--- config.mk ---
export PLATFORM = sky130hd
export DESIGN_NAME = ad5676r_channel_sequencer
export DESIGN_NICKNAME = d
export VERILOG_FILES = /design/src/rtl/ad5676r_pkg.sv /design/src/rtl/ad5676r_channel_sequencer_rr_pick.sv /design/src/rtl/ad5676r_channel_sequencer.sv
export SDC_FILE = /design/constraint.sdc
export NUM_CORES = 1
export LEC_CHECK = 0
export ABC_AREA = 1
export BUFFER_PORTS_ARGS = -buffer_cell sky130_fd_sc_hd__buf_4
export CORE_MARGIN = 2
export CORE_UTILIZATION = 28
export CTS_CLUSTER_DIAMETER = 50
export CTS_CLUSTER_SIZE = 10
export DETAILED_ROUTE_END_ITERATION = 12
export PLACE_DENSITY_LB_ADDON = 0.1
export SYNTH_ARGS = -nofsm -noshare
export SYNTH_HDL_FRONTEND = slang
export SYNTH_SLANG_ARGS = --single-unit
--- constraint.sdc ---
create_clock -name clk -period 3.83 [get_ports clk]
set_input_delay 0.766 -clock clk [delete_from_list [all_inputs] [get_ports clk]]
set_output_delay 0.766 -clock clk [all_outputs]
set_load 0.02 [all_outputs]
--- src/rtl/ad5676r_pkg.sv ---
// Shared command encodings and word builder for the AD5676R command path.
package ad5676r_pkg;

    localparam int DAC_WIDTH      = 24;
    localparam int DAC_CODE_WIDTH = 16;

    typedef enum logic [3:0] {
        CMD_NOP          = 4'h0,
        CMD_WRITE_UPDATE = 4'h3
    } dac_cmd_e;

    localparam logic [DAC_WIDTH-1:0] NOP_WORD = '0;

    // Word layout: command nibble, reserved zero, 3-bit channel address, code.
    function automatic logic [DAC_WIDTH-1:0] build_word(
        input dac_cmd_e                  cmd,
        input logic [2:0]                ch,
        input logic [DAC_CODE_WIDTH-1:0] code
    );
        return {cmd, 1'b0, ch, code};
    endfunction

endpackage

--- src/rtl/ad5676r_channel_sequencer_rr_pick.sv ---
// Combinational round-robin picker: first requester after the last winner.
module rr_pick #(
    parameter int NUM_CH = 8,
    parameter int IW     = 3
) (
    input  logic [NUM_CH-1:0] req_i,
    input  logic [IW-1:0]     last_i,
    output logic [IW-1:0]     grant_o,
    output logic              valid_o
);

    int idx;

    always_comb begin
        grant_o = '0;
        valid_o = 1'b0;
        idx     = 0;
        for (int i = 1; i <= NUM_CH; i++) begin
            idx = (int'(last_i) + i) % NUM_CH;
            if (!valid_o && req_i[IW'(idx)]) begin
                valid_o = 1'b1;
                grant_o = IW'(idx);
            end
        end
    end

endmodule

--- src/rtl/ad5676r_channel_sequencer.sv ---
// Holds host channel codes and emits one DAC command word per writer frame,
// sending only changed channels in round-robin order, NOP otherwise.
module ad5676r_channel_sequencer #(
    parameter int                    DATA_WIDTH  = 24,
    parameter int                    NUM_CH      = 8,
    parameter int                    CODE_WIDTH  = 16,
    parameter int                    SLOT_CYCLES = 27,
    parameter logic [CODE_WIDTH-1:0] RESET_CODE  = '0
) (
    input  logic                  clk,
    input  logic                  rst,
    input  logic                  wr_en,
    input  logic [2:0]            wr_ch,
    input  logic [CODE_WIDTH-1:0] wr_code,
    input  logic [NUM_CH-1:0]     ch_enable,
    output logic [DATA_WIDTH-1:0] da_data,
    output logic                  slot_strobe,
    output logic [2:0]            sent_ch,
    output logic                  sent_valid,
    output logic                  busy
);

    import ad5676r_pkg::*;

    localparam int              SW         = $clog2(SLOT_CYCLES);
    localparam logic [SW-1:0]   SLOT_LAST  = SW'(SLOT_CYCLES - 1);
    localparam logic [2:0]      LAST_RESET = 3'(NUM_CH - 1);

    logic [CODE_WIDTH-1:0] code_q [NUM_CH];
    logic [NUM_CH-1:0]     pending_q, pending_d;
    logic [SW-1:0]         slot_cnt_q;
    logic [2:0]            last_q;
    logic [DATA_WIDTH-1:0] da_data_q;
    logic                  slot_strobe_q, sent_valid_q, busy_q;
    logic [2:0]            sent_ch_q;

    logic                  load, wr_ok, grant_valid;
    logic [2:0]            grant;

    assign load  = (slot_cnt_q == SLOT_LAST);
    assign wr_ok = wr_en && (int'(wr_ch) < NUM_CH);

    rr_pick #(
        .NUM_CH (NUM_CH),
        .IW     (3)
    ) u_pick (
        .req_i   (pending_q & ch_enable),
        .last_i  (last_q),
        .grant_o (grant),
        .valid_o (grant_valid)
    );

    // A host write in the same cycle its channel is sent keeps the flag set,
    // so the freshly written code still goes out in a later slot.
    always_comb begin
        pending_d = pending_q;
        if (load && grant_valid) begin
            pending_d[grant] = 1'b0;
        end
        if (wr_ok) begin
            pending_d[wr_ch] = 1'b1;
        end
    end

    always_ff @(posedge clk) begin
        if (rst) begin
            for (int i = 0; i < NUM_CH; i++) begin
                code_q[i] <= RESET_CODE;
            end
            pending_q     <= '1;
            slot_cnt_q    <= '0;
            last_q        <= LAST_RESET;
            da_data_q     <= NOP_WORD;
            slot_strobe_q <= 1'b0;
            sent_ch_q     <= 3'd0;
            sent_valid_q  <= 1'b0;
            busy_q        <= 1'b0;
        end else begin
            for (int i = 0; i < NUM_CH; i++) begin
                if (wr_ok && wr_ch == 3'(i)) begin
                    code_q[i] <= wr_code;
                end
            end
            pending_q     <= pending_d;
            slot_cnt_q    <= load ? '0 : slot_cnt_q + 1'b1;
            slot_strobe_q <= load;
            busy_q        <= |(pending_q & ch_enable);
            if (load) begin
                if (grant_valid) begin
                    da_data_q    <= build_word(CMD_WRITE_UPDATE, grant, code_q[grant]);
                    sent_ch_q    <= grant;
                    sent_valid_q <= 1'b1;
                    last_q       <= grant;
                end else begin
                    da_data_q    <= NOP_WORD;
                    sent_ch_q    <= 3'd0;
                    sent_valid_q <= 1'b0;
                end
            end
        end
    end

    assign da_data     = da_data_q;
    assign slot_strobe = slot_strobe_q;
    assign sent_ch     = sent_ch_q;
    assign sent_valid  = sent_valid_q;
    assign busy        = busy_q;

endmodule

* Word-level counts from Yosys, hierarchy flattened
Memories as Yosys holds them, arrays and structs flattened.
Cells that the tools add are included.
** Operators by class
- Add/sub/neg operators :: 9
- $lt $le $gt $ge :: 12
- Eq/ne operators :: 8
- Mux-type cells :: 83
- Bitwise logic cells :: 12
- Reduce and logical (&&, ||, !) cells :: 29
** Operators by type and width (number)
- $mux 16 :: 8
- $mux 1 :: 53
- $lt 3x5->1 const B :: 8
- $mux 3 :: 9
- $bmux 1 s3 :: 8
- $mux 22 :: 1
- $logic_and 1x1->1 :: 18
- $and 8x8->8 :: 2
- $mux 8 :: 2
- $add 3x3->3 const B :: 4
- $eq 3x3->1 const B :: 4
- $lt 3x4->1 const B :: 2
- $not 8->8 :: 1
- $or 1x1->1 :: 8
- $or 8x8->8 :: 1
- $reduce_or 8->1 :: 1
- $logic_not 1->1 :: 7
- $add 3x1->3 const B :: 2
- $add 3x2->3 const B :: 2
- $demux 1 s3 :: 2
- $eq 3x2->1 const B :: 2
- $ge 3x1->1 const B :: 2
- $add 5x1->5 const B :: 1
- $eq 5x5->1 const B :: 1
- 4 further kinds :: 4
** Storage, ports and cells
- Bits in registers :: 46
- RAM bits :: 128
- Word-level logic and storage cells :: 162
- Memories kept :: 1
** Memory list
- code_q :: words 8, bits a word 16, read ports 1, clocked after Yosys merged registers in 0, wr ports 8, line ad5676r_channel_sequencer.sv:29 : logic [CODE_WIDTH-1:0] code_q [NUM_CH];

* Depth between registers and ports, before layout
Gate-level depths: netlist of the first run.
- Depth in word-level cells :: 35
- Gate-level depth with buffers :: 23
- Depth with buffers taken out :: 19

* By module
From an unflattened synthesis of the first run, not the netlist that was laid out.
** Second synthesis, totals
- Cells, all modules :: 865
- Area, all modules :: 7908.8 sq um
** Modules (own cells, without submodules)
- ad5676r_channel_sequencer :: times used 1, cells an instance 723, area an instance 7145.6 sq um, sequential area each 4604.4 sq um
- rr_pick :: times used 1, cells an instance 142, area an instance 763.2 sq um, sequential area each 0.0 sq um

* Least setup slack after synthesis of the first run
Ideal clock, no wire load.
- Kind :: register to register
- From :: register last_q[0]
- To :: register da_data_q[14] (netlist: da_data[14])
- Data arrival time :: 2.675 ns
- Path slack :: 1.036 ns
- Cell stages (with the launch flop) :: 22
- Buffers on the path :: 5
- Cell sequence :: dfxtp_1 -> buf_6 -> inv_4 -> buf_6 -> ha_1 -> buf_2 -> inv_1 -> nand3_1 -> nand3_1 -> nand2_1 -> nor2_2 -> nand4_4 -> nor2_4 -> nand2_1 -> nand3_2 -> buf_6 -> buf_4 -> nand3_1 -> nand2_1 -> nand2_1 -> nand3_1 -> o21bai_1
** On the way
- Cells in the longest elaborated chain, start to end :: 28
- Elaborated cells on any way between the ends :: 64
- Classes of those cells :: add/sub: 8; mux: 41; reduce/logical: 14; memory: 1
** Ends and longest elaborated chain
- from (decl) :: line ad5676r_channel_sequencer.sv:32 : logic [2:0] last_q;
- from (signal assigned) :: line ad5676r_channel_sequencer.sv:93 : last_q <= grant;
- $add 3x1->3 :: line ad5676r_channel_sequencer_rr_pick.sv:19 : idx = (int'(last_i) + i) % NUM_CH;
- $bmux 1 s3 :: line ad5676r_channel_sequencer_rr_pick.sv:20 : if (!valid_o && req_i[IW'(idx)]) begin
- $mux 1 (implied by the code) (2 in a row) :: line ad5676r_channel_sequencer_rr_pick.sv:20
- $mux 1 :: line ad5676r_channel_sequencer_rr_pick.sv:20
- $logic_not 1->1 :: line ad5676r_channel_sequencer_rr_pick.sv:20
- $logic_and 1x1->1 :: line ad5676r_channel_sequencer_rr_pick.sv:20
- $mux 1 :: line ad5676r_channel_sequencer_rr_pick.sv:20
- $logic_not 1->1 :: line ad5676r_channel_sequencer_rr_pick.sv:20
- [11 not listed]
- $logic_not 1->1 :: line ad5676r_channel_sequencer_rr_pick.sv:20
- $logic_and 1x1->1 :: line ad5676r_channel_sequencer_rr_pick.sv:20
- $mux 1 :: line ad5676r_channel_sequencer_rr_pick.sv:20
- $logic_not 1->1 :: line ad5676r_channel_sequencer_rr_pick.sv:20
- $logic_and 1x1->1 :: line ad5676r_channel_sequencer_rr_pick.sv:20
- $mux 3 :: line ad5676r_channel_sequencer_rr_pick.sv:20
- $mem_v2 8x16
- $mux 22 * :: line ad5676r_channel_sequencer.sv:89 : if (grant_valid) begin
- to (signal assigned) :: line ad5676r_channel_sequencer.sv:90 : da_data_q <= build_word(CMD_WRITE_UPDATE, grant, code_q[grant]);
- to (decl) :: line ad5676r_channel_sequencer.sv:33 : logic [DATA_WIDTH-1:0] da_data_q;
Mark *: on every way between the ends. The rest lies on a longest branch, timed or not. The select of a mux whose other input is x is not followed.
A chain may end at the register's enable or synchronous reset.

* Final worst setup path of the first run
- From :: register last_q[0]
- To :: register da_data_q[7] (netlist: da_data[7])
Same word-level chain as after synthesis.

==> metrics.md, run 1 <==
| Metric | Value |
|---|---|
| Status | `complete, no violations` |
| CTS H-Tree Depth | `4` |
| ANT cells | `0` |
| Number of flops mapped to enable cells by yosys | `128` |
| Relative max-transition margin | `42.4%` |
| Cell Area, Placed | `9290 um2` |
| Number of synthesized register bits | `166` |
| Dominant synthesized flop cell | `edfxtp_1` |
| Post-synthesis sequential area ratio | `54.2%` |
| Full die area | `31700 um2` |
| HPWL after DPL | `16300 um` |
| Worst R2R Setup Slack | `0.44 ns` |
| Combinational family with the most area after synthesis | `simple AND/OR/NAND/NOR gates` |
| Type of the worst setup path | `flop to flop` |
| Post-CTS Hold Buffers | `0` |
| Skew final | `0.00817 ns` |
| Synth warn | `0` |
| Power per cell area | `423 nW/um2` |
| Slew Viols, Final | `0` |
| Post-CTS sizing | `0` |
| Final instance area | `9870 um2` |
| Mapped Area | `8490 um2` |
| Drt first-iter violations | `414` |
| DR vias/cell | `4.34` |
| Busiest grt layer | `met2` |
| Initial core utilization | `28.6%` |
| Setup bufs post-CTS | `0` |
| Max Cap Violations | `0` |
| Max VDD drop | `0.000302 V` |
| Worst path required time | `4.15 ns` |
| Post-synthesis xor/xnor area fraction | `0.678%` |
| Largest net degree at the start of global routing | `49` |
| WL per Instance | `16.2 um` |
| Clock latency on the worst-skew pair | `0.43 ns` |
| Worst path max stage delay | `0.52 ns` |
| Simple-Gate Fraction of Synth Area | `29.3%` |
| CP top delay family | `simple AND/OR/NAND/NOR gates` |
| Nets | `1097` |
| CTS tree | `built` |
| Post-DRT Antenna Nets | `0` |
| CTS clk-pin slew, worst paths | `0.07 ns` |
| Final core occ | `33.2%` |
| # fillers | `3126` |
| Grt met1 use | `22.3%` |
| All-Layer GR Usage | `15.7%` |
| CP Launch Point | `last_q[0]$_SDFFE_PP1N_` |
| GPL Wtd Cong | `0.834` |
| CP Capture Point | `da_data[7]$_SDFFE_PP0P_` |
| Total CTS buffers | `17` |
| Tcrit/Tclk final | `88.4%` |
| Area leader, netlist | `edfxtp_1` |
| Initial antenna violation count | `0` |
| Area grow syn2layout | `16.3%` |
| Worst-margin pin slew | `0.863 ns` |
| Setup TNS | `0 ns` |
| CTS Root Cell | `clkbuf_16` |
| Die Y-Extent | `178 um` |
| Mux contribution to synthesized area | `0%` |
| Commonest non-fill, non-tap cells in the layout | `270 x nand2_1, 155 x inv_1, 150 x nor2_1, 128 x edfxtp_1, 99 x nand3_1` |
| Leakage | `4.45 nW` |
| R2r endpoint | `da_data[7]$_SDFFE_PP0P_` |
| Finish-stage setup viols | `0` |
| Crit Reg-Reg Startpoint | `last_q[0]$_SDFFE_PP1N_` |
| RSZ-0062 raised after global routing | `false` |
| Mapped Avg Cell Area | `8.44 um2` |
| Endpoints failing hold | `0` |
| Post-Synth Adder-Cell Area | `0.590%` |
| Hold Path Class | `flop to flop` |
| First-pass GRT wire length | `36800 um` |
| Compound-cell area share of the yosys netlist | `3.68%` |
| Met2 usage | `24.5%` |
| IO Count | `60` |
| Crit-path max FO | `48` |
| Total gr overflow | `0` |
| DRC | `0` |
| Vias in the first global route | `6155` |
| Reg2reg path depth | `17` |
| Synth unique cells | `37` |
| Critical path buffers and inverters | `3` |
| Die X | `178 um` |
| Cells after synthesis | `1006` |
| DR vias | `6367` |
| Share of cells above drive strength 1 | `14.3%` |
| Synth top area share | `45.3%` |
| Crit path cell chain | `inv_4 > ha_1 > inv_1 > nand3_1 > nand3_1 > nand2_1 > nor2_2 > nand4_4 > nor2_4 > nand3_2 > nand3_2 > buf_4 > nand3b_1 > nand2_1 > nand2_1 > nand3_1 > o21bai_1` |
| Top cells by area, synth | `edfxtp_1 45%, nand2_1 12%, dfxtp_1 9.0%, inv_1 6.9%, nor2_1 6.6%` |
| Grt met3 use | `2.81%` |
| CTS Buffer Depth | `2` |
| Startpoint types | `flop` |
| Worst path depth | `17` |
| Post-synth ARST share | `0%` |
| Port Buffers | `56` |
| CP max stage cell | `buf_4` |
| CTS sink count | `166` |
| Core ar. | `29700 um2` |
| Critical Path Sink Type | `flop` |
| Final wirelength | `23800 um` |
| Commonest non-fill, non-tap cell in the layout | `nand2_1` |
| Arr. time, crit path | `3.70 ns` |
| Shortest period the worst path allows | `3.39 ns` |
| Site Rows | `63` |
| Fmax | `295 MHz` |
| Drt first pass iters | `5` |
-- metal layers --
layer,wire (um),vias up,part of all wire (%)
met5,0,-,0
met4,395,0,1.7
met3,828,20,3.5
met2,10700,107,45
met1,11900,2961,50
li1,-,3279,-
-- registers in the layout (all words and copies together) (netlist names) --
name         cells
code_q         128
da_data         18
pending_q        8
slot_cnt_q       5
last_q           3
sent_ch          2
busy             1
slot_strobe      1
-- per-stage QoR --
step	hold slack [ns]	cells	power, mW	setup WS, ns
2_1_floorplan	0.430	1008	2.38	1.04
3_3_place_gp	0.449	1434	2.54	0.472
3_5_place_dp	0.457	1434	2.54	0.478
4_1_cts	0.474	1466	4.23	0.474
5_1_grt	0.498	1466	4.36	0.207
6_report	0.468	1466	4.18	0.444
-- Yosys cell counts, drive strengths merged, types with 3 or more instances --
| cell | number |
|---|---|
| edfxtp | 128 |
| inv | 163 |
| dfxtp | 38 |
| nand3 | 113 |
| a21oi | 6 |
| nand2 | 272 |
| nor2 | 157 |
| o21bai | 17 |
| clkbuf | 10 |
| o21ai | 22 |
| nor3 | 3 |
| ha | 4 |
| buf | 38 |
| o211ai | 4 |
| nand4 | 4 |
| xnor2 | 3 |
| nand3b | 17 |
-- cell type report --
cell class	count	area, um2	share of cell area, %
repair buffers	84	656	6.64
inverters	164	618	6.26
clock buffers	20	457	4.63
flip-flops and latches	166	4600	46.6
well taps	390	488	4.94
multi-input cells	630	2930	29.7
clock inverters	12	121	1.23
-- cells by family (layout without fill, tap and decap cells) --
group | count (synthesis) | count (layout)
buffers and inverters | 212 | 280
AOI/OAI and AO/OA | 51 | 51
and+or+nand+nor | 568 | 568
DFF | 166 | 166
other | 1 | 3
adders and majority gates | 4 | 4
xor gates and xnor gates | 4 | 4
-- power breakdown --
group	internal (mW)	switching (mW)	total (mW)	leakage (nW)
logic	0.129	0.293	0.423	2.64
registers	2.04	0.0241	2.07	1.55
clock network	0.939	0.747	1.69	0.269
-- how the worst min path moves through the flow --
stage,start,endpoint,slack [ns],depth (start not counted)
finish,slot_cnt_q[0]$_SDFF_PP0_,slot_cnt_q[0]$_SDFF_PP0_,0.47,1
global route,slot_cnt_q[0]$_SDFF_PP0_,slot_cnt_q[0]$_SDFF_PP0_,0.50,1
CTS,slot_cnt_q[0]$_SDFF_PP0_,slot_cnt_q[0]$_SDFF_PP0_,0.47,1
detailed placement,slot_cnt_q[0]$_SDFF_PP0_,slot_cnt_q[0]$_SDFF_PP0_,0.46,1
global placement,slot_cnt_q[0]$_SDFF_PP0_,slot_cnt_q[0]$_SDFF_PP0_,0.45,1
floorplan,slot_cnt_q[0]$_SDFF_PP0_,slot_cnt_q[0]$_SDFF_PP0_,0.43,1
Power figures use the tool's default switching activity.
==> run 2, diff against run 1 <==
--- a/config.mk
+++ b/config.mk
@@ -6,12 +6,12 @@
 export NUM_CORES = 1
 export LEC_CHECK = 0
 export ABC_AREA = 1
-export BUFFER_PORTS_ARGS = -buffer_cell sky130_fd_sc_hd__buf_4
 export CORE_MARGIN = 2
 export CORE_UTILIZATION = 28
 export CTS_CLUSTER_DIAMETER = 50
 export CTS_CLUSTER_SIZE = 10
 export DETAILED_ROUTE_END_ITERATION = 12
+export DONT_BUFFER_PORTS = 1
 export PLACE_DENSITY_LB_ADDON = 0.1
 export SYNTH_ARGS = -nofsm -noshare
 export SYNTH_HDL_FRONTEND = slang
==> run 2 against run 1 <==
Effect of this change:
- setup slack lost 0.0099 ns
- count of clock-buffer cells in the layout grew 4
- clock skew grew 0.0013 ns
- critical endpoint is now da_data[6]$_SDFFE_PP0P_
- final area shrank 4.6%
- clock power grew 5%
- hold slack lost 0.061 ns
- fmax shrank 0.29%
- register-to-register slack is essentially flat
==> metrics.md, run 2 (synthesis gave the netlist of run 1 again) <==
| Metric | Value |
|---|---|
| CTS tree | `built` |
| Crit path cell chain | `inv_4 > ha_1 > inv_1 > nand3_2 > nand2_1 > nand2_1 > nand2_1 > nand2_1 > nor2_1 > nand2_1 > o21bai_1 > inv_2 > nand3_2 > buf_4 > nand3_1 > nand2_1 > nand2_1 > nand3_1 > o21bai_1` |
| Fmax | `295 MHz` |
| Slew Viols, Final | `0` |
| Largest register FFs | `128` |
| Share of cells above drive strength 1 | `8.70%` |
| Endpoints failing hold | `0` |
| WL per Instance | `17.5 um` |
| Min-Delay Endpoint | `da_data[20]$_SDFFE_PP0P_` |
| Worst path required time | `4.15 ns` |
| Crit-path max FO | `48` |
| Site Rows | `63` |
| Hold Path Class | `input pin to flop` |
| Critical Path Sink Type | `flop` |
| Most frequent CP cell | `nand2_1` |
| Worst path max stage delay | `0.51 ns` |
| Die X | `178 um` |
| CTS sink count | `166` |
| Largest net degree at the start of global routing | `49` |
| HPWL after DPL | `16300 um` |
| Final wirelength | `24600 um` |
| Port Buffers | `0` |
| Initial core utilization | `28.6%` |
| Relative max-transition margin | `43.1%` |
| DR vias | `6184` |
| Crit Reg-Reg Startpoint | `last_q[0]$_SDFFE_PP1N_` |
| Post-CTS sizing | `0` |
| CTS Buffer Depth | `2` |
| ANT cells | `0` |
| Worst R2R Setup Slack | `0.43 ns` |
| Max VDD drop | `0.000293 V` |
| Max Cap Violations | `0` |
| # fillers | `3131` |
| CTS clk-pin slew, worst paths | `0.07 ns` |
| Startpoint types | `flop` |
| Finish-stage setup viols | `0` |
| Post-DRT Antenna Nets | `0` |
| Post-CTS Hold Buffers | `0` |
| CTS H-Tree Depth | `4` |
| Commonest non-fill, non-tap cell in the layout | `nand2_1` |
| Full die area | `31700 um2` |
| Vias in the first global route | `5969` |
| Setup TNS | `0 ns` |
| Tcrit/Tclk final | `88.7%` |
| Area grow syn2layout | `11.0%` |
| Drt first pass iters | `5` |
| Cell Area, Placed | `8810 um2` |
| Worst-margin pin slew | `0.852 ns` |
| Skew final | `0.00942 ns` |
| Top reg by flops | `code_q` |
| Power per cell area | `451 nW/um2` |
| Clock latency on the worst-skew pair | `0.43 ns` |
| GPL Wtd Cong | `0.824` |
| Hold depth | `1` |
| Nets | `1033` |
| First-pass GRT wire length | `37800 um` |
| Type of the worst setup path | `flop to flop` |
| Leakage | `4.16 nW` |
| Final instance area | `9420 um2` |
| All-Layer GR Usage | `16.2%` |
| DR vias/cell | `4.41` |
| Reg2reg path depth | `19` |
| Hold_sp | `rst` |
| CTS Root Cell | `clkbuf_16` |
| Core ar. | `29700 um2` |
| R2r endpoint | `da_data[6]$_SDFFE_PP0P_` |
| Setup bufs post-CTS | `0` |
| Shortest period the worst path allows | `3.40 ns` |
| CP max stage cell | `buf_4` |
| Total gr overflow | `0` |
| DRC | `0` |
| Commonest non-fill, non-tap cells in the layout | `270 x nand2_1, 155 x inv_1, 150 x nor2_1, 128 x edfxtp_1, 99 x nand3_1` |
| Initial antenna violation count | `0` |
| RSZ-0062 raised after global routing | `false` |
| Total CTS buffers | `17` |
| Drt first-iter violations | `496` |
| Arr. time, crit path | `3.72 ns` |
| Worst Hold Slack | `0.407 ns` |
| Status | `complete, no violations` |
| Die Y-Extent | `178 um` |
| IO Count | `60` |
-- run 2: layout make-up --
class	instances	area, um2	share of cell area, %
flip-flops and latches	166	4600	48.9
multi-input cells	630	2930	31.1
inverters	164	618	6.56
clock buffers	24	513	5.45
well taps	390	488	5.18
repair buffers	20	175	1.86
clock inverters	8	92.6	0.983
-- run 2: worst max-delay path by stage --
stage / slack [ns] / startpoint / end / cells past startpoint
after detailed placement: 0.48 / last_q[0]$_SDFFE_PP1N_ / da_data[11]$_SDFFE_PP0P_ / 19
after CTS: 0.47 / last_q[0]$_SDFFE_PP1N_ / da_data[11]$_SDFFE_PP0P_ / 19
after global routing: 0.13 / last_q[0]$_SDFFE_PP1N_ / da_data[11]$_SDFFE_PP0P_ / 19
after global placement: 0.49 / last_q[0]$_SDFFE_PP1N_ / da_data[11]$_SDFFE_PP0P_ / 19
after floorplan: 1.04 / last_q[0]$_SDFFE_PP1N_ / da_data[14]$_SDFFE_PP0P_ / 21
final: 0.43 / last_q[0]$_SDFFE_PP1N_ / da_data[6]$_SDFFE_PP0P_ / 19
-- run 2: metal layers --
metal	routed length [um]	vias up	part of all wire, %	global-route usage [%]
li1	-	3149	-	-
met1	13000	2907	53	24.4
met2	10500	111	43	23.9
met3	858	17	3.5	2.86
met4	227	0	0.92	3.93
met5	0	-	0	0
-- run 2: worst max-delay path, delay by kind of cell, from the launching register on --
kind / cells / cell delay (ns)
flip-flops: 1 / 0.37
AND/OR/NAND/NOR: 12 / 1.28
AO/OA/AOI/OAI: 2 / 0.28
buffers and inverters: 4 / 0.89
adder cells (fa/ha/maj): 1 / 0.44
-- run 2: power by group --
group / internal (mW) / switching (mW)
registers: 2.04 / 0.0273
clock network: 1.07 / 0.716
logic: 0.108 / 0.285
-- run 2: through the flow --
step / setup slack, ns / utilization [%] / power, mW / cells
6_report: 0.434 / 31.7 / 4.25 / 1402
2_1_floorplan: 1.04 / - / 2.38 / 1008
3_3_place_gp: 0.491 / 29.7 / 2.51 / 1370
3_5_place_dp: 0.484 / 29.7 / 2.51 / 1370
4_1_cts: 0.469 / 31.7 / 4.29 / 1402
5_1_grt: 0.125 / 31.7 / 4.40 / 1402
==> run 3, diff against run 2 <==
--- a/config.mk
+++ b/config.mk
@@ -8,6 +8,7 @@
 export ABC_AREA = 1
 export CORE_MARGIN = 2
 export CORE_UTILIZATION = 28
+export CTS_BUF_LIST = sky130_fd_sc_hd__clkbuf_16
 export CTS_CLUSTER_DIAMETER = 50
 export CTS_CLUSTER_SIZE = 10
 export DETAILED_ROUTE_END_ITERATION = 12
==> constraint.sdc (replaced) <==
create_clock -name clk -period 3.5 [get_ports clk]
set_input_delay 0.7 -clock clk [delete_from_list [all_inputs] [get_ports clk]]
set_output_delay 0.7 -clock clk [all_outputs]
set_load 0.02 [all_outputs]
==> run 3 against run 2 <==
Effect of this change:
- power increased by 7.0%
- global-route usage down 0.33 points
- clock skew down 0.0029 ns
- routed wire length fell by 1.5%
- non-clock buffer count increased by 9
- utilization up 0.22 points
- setup slack worse by 0.085 ns
- critical path depth up 2
- critical endpoint unchanged
- fmax increased by 7.8%
- critical path type unchanged
- final area rose by 0.69%
- first-iteration DRC count down 24%
- clock power is 3% higher
==> metrics.md, run 3 (synthesis gave the netlist of run 1 again) <==
| Metric | Value |
|---|---|
| CTS H-Tree Depth | `4` |
| Fmax | `317 MHz` |
| Port Buffers | `0` |
| Largest net degree at the start of global routing | `49` |
| First-pass GRT wire length | `37000 um` |
| CTS clk-pin slew, worst paths | `0.07 ns` |
| CTS Buffer Depth | `2` |
| Site Rows | `63` |
| Startpoint types | `flop` |
| DR vias | `6217` |
| Finish-stage setup viols | `0` |
| Die Y-Extent | `178 um` |
| Final wirelength | `24200 um` |
| Area grow syn2layout | `11.7%` |
| DRC | `0` |
| GPL Wtd Cong | `0.837` |
| Worst R2R Setup Slack | `0.35 ns` |
| Setup bufs post-CTS | `0` |
| CTS sink count | `166` |
| Clock latency on the worst-skew pair | `0.42 ns` |
| Setup TNS | `0 ns` |
| Critical Path Sink Type | `flop` |
| Skew final | `0.00648 ns` |
| Die X | `178 um` |
| CTS Root Cell | `clkbuf_16` |
| WL per Instance | `17.2 um` |
| Power per cell area | `479 nW/um2` |
| Endpoints failing hold | `0` |
| All-Layer GR Usage | `15.9%` |
| Commonest non-fill, non-tap cell in the layout | `nand2_1` |
| Worst path max stage delay | `0.36 ns` |
| Initial core utilization | `28.6%` |
| Leakage | `4.20 nW` |
| Nets | `1042` |
| Largest register FFs | `128` |
| DR vias/cell | `4.41` |
| Share of cells above drive strength 1 | `9.30%` |
| Type of the worst setup path | `flop to flop` |
| Total CTS buffers | `17` |
| Drt first pass iters | `5` |
| Tcrit/Tclk final | `90.0%` |
| Final core occ | `31.9%` |
| Max Cap Violations | `0` |
| Full die area | `31700 um2` |
| Drt first-iter violations | `378` |
| Post-CTS Hold Buffers | `0` |
| RSZ-0062 raised after global routing | `false` |
| Shortest period the worst path allows | `3.15 ns` |
| Worst-margin pin slew | `0.914 ns` |
| Worst path required time | `3.86 ns` |
| Most frequent CP cell | `nand2_1` |
| Core ar. | `29700 um2` |
| Commonest non-fill, non-tap cells in the layout | `270 x nand2_1, 157 x inv_1, 150 x nor2_1, 128 x edfxtp_1, 99 x nand3_1` |
| Relative max-transition margin | `39.0%` |
| Arr. time, crit path | `3.51 ns` |
| CP max stage cell | `ha_2` |
| Slew Viols, Final | `0` |
| Initial antenna violation count | `0` |
| Vias in the first global route | `5755` |
| HPWL after DPL | `16000 um` |
| ANT cells | `0` |
| CTS tree | `built` |
| Total gr overflow | `0` |
| Status | `complete, no violations` |
| Post-DRT Antenna Nets | `0` |
| Hold Path Class | `input pin to flop` |
| Max VDD drop | `0.000316 V` |
| IO Count | `60` |
| Crit path cell chain | `inv_2 > ha_2 > inv_2 > nand3_2 > nand2_1 > nand2_1 > nand2_1 > nand2_1 > nor2_1 > nand2_1 > o21bai_1 > inv_2 > nand3_2 > nand2_4 > buf_12 > buf_4 > nand2_1 > nand2_1 > nand2_1 > nand3_1 > o21bai_1` |
| Crit-path max FO | `39` |
| Top reg by flops | `code_q` |
## run 3: power breakdown
part           total (mW)  internal, mW  leakage, nW  switching (mW)
sequential           2.26          2.24         1.55          0.0279
combinational       0.439         0.126         2.36           0.313
clock                1.84          1.07        0.289           0.767
total                4.54          3.44         4.20            1.11
## run 3: repair_timing
item	4_1_cts	5_1_grt
setup endpoints to repair	0	16
resized for setup	0	4
endpoints found under the hold margin	0	0
## run 3: worst paths after layout
kind / end / startpoint / cells after the start
max: da_data[6]$_SDFFE_PP0P_ / last_q[1]$_SDFFE_PP1N_ / 21
min: da_data[18]$_SDFFE_PP0P_ / rst / 1
min reg2reg: pending_q[6]$_SDFF_PP1_ / pending_q[6]$_SDFF_PP1_ / 1
max reg2reg: da_data[6]$_SDFFE_PP0P_ / last_q[1]$_SDFFE_PP1N_ / 21
## run 3: final cells by class
cell class                      instances  area (um2)
Clock buffer                           18         450
Clock inverter                         14         118
Fill cell                            3123       20200
Inverter                              164         618
Multi-Input combinational cell        630        2930
Sequential cell                       166        4600
Tap cell                              390         488
Timing Repair Buffer                   29         275
## run 3: layer usage
layer	global-route usage [%]	wire, um
met1	23.4	12500
met2	23.7	10600
met3	2.88	887
met4	4.30	269
met5	0	0
## run 3: stage by stage
step                hold WS [ns]  cells  power, mW  setup WS [ns]  instance area (um2)
floorplan                  0.430   1008       2.61          0.706                 8500
global placement           0.439   1379       2.75          0.278                 8910
detailed placement         0.451   1379       2.75          0.305                 8910
CTS                        0.313   1411       4.61          0.274                 9470
global route               0.315   1411       4.74         0.0730                 9480
finish                     0.336   1411       4.54          0.349                 9480
## run 3: worst max-delay path: cells and delay by family, from the launching register on
kind | cells | cell delay [ns]
AND/OR/NAND/NOR | 13 | 1.35
flip-flops | 1 | 0.32
buffers and inverters | 5 | 0.71
AO/OA/AOI/OAI | 2 | 0.33
adder cells (fa/ha/maj) | 1 | 0.36
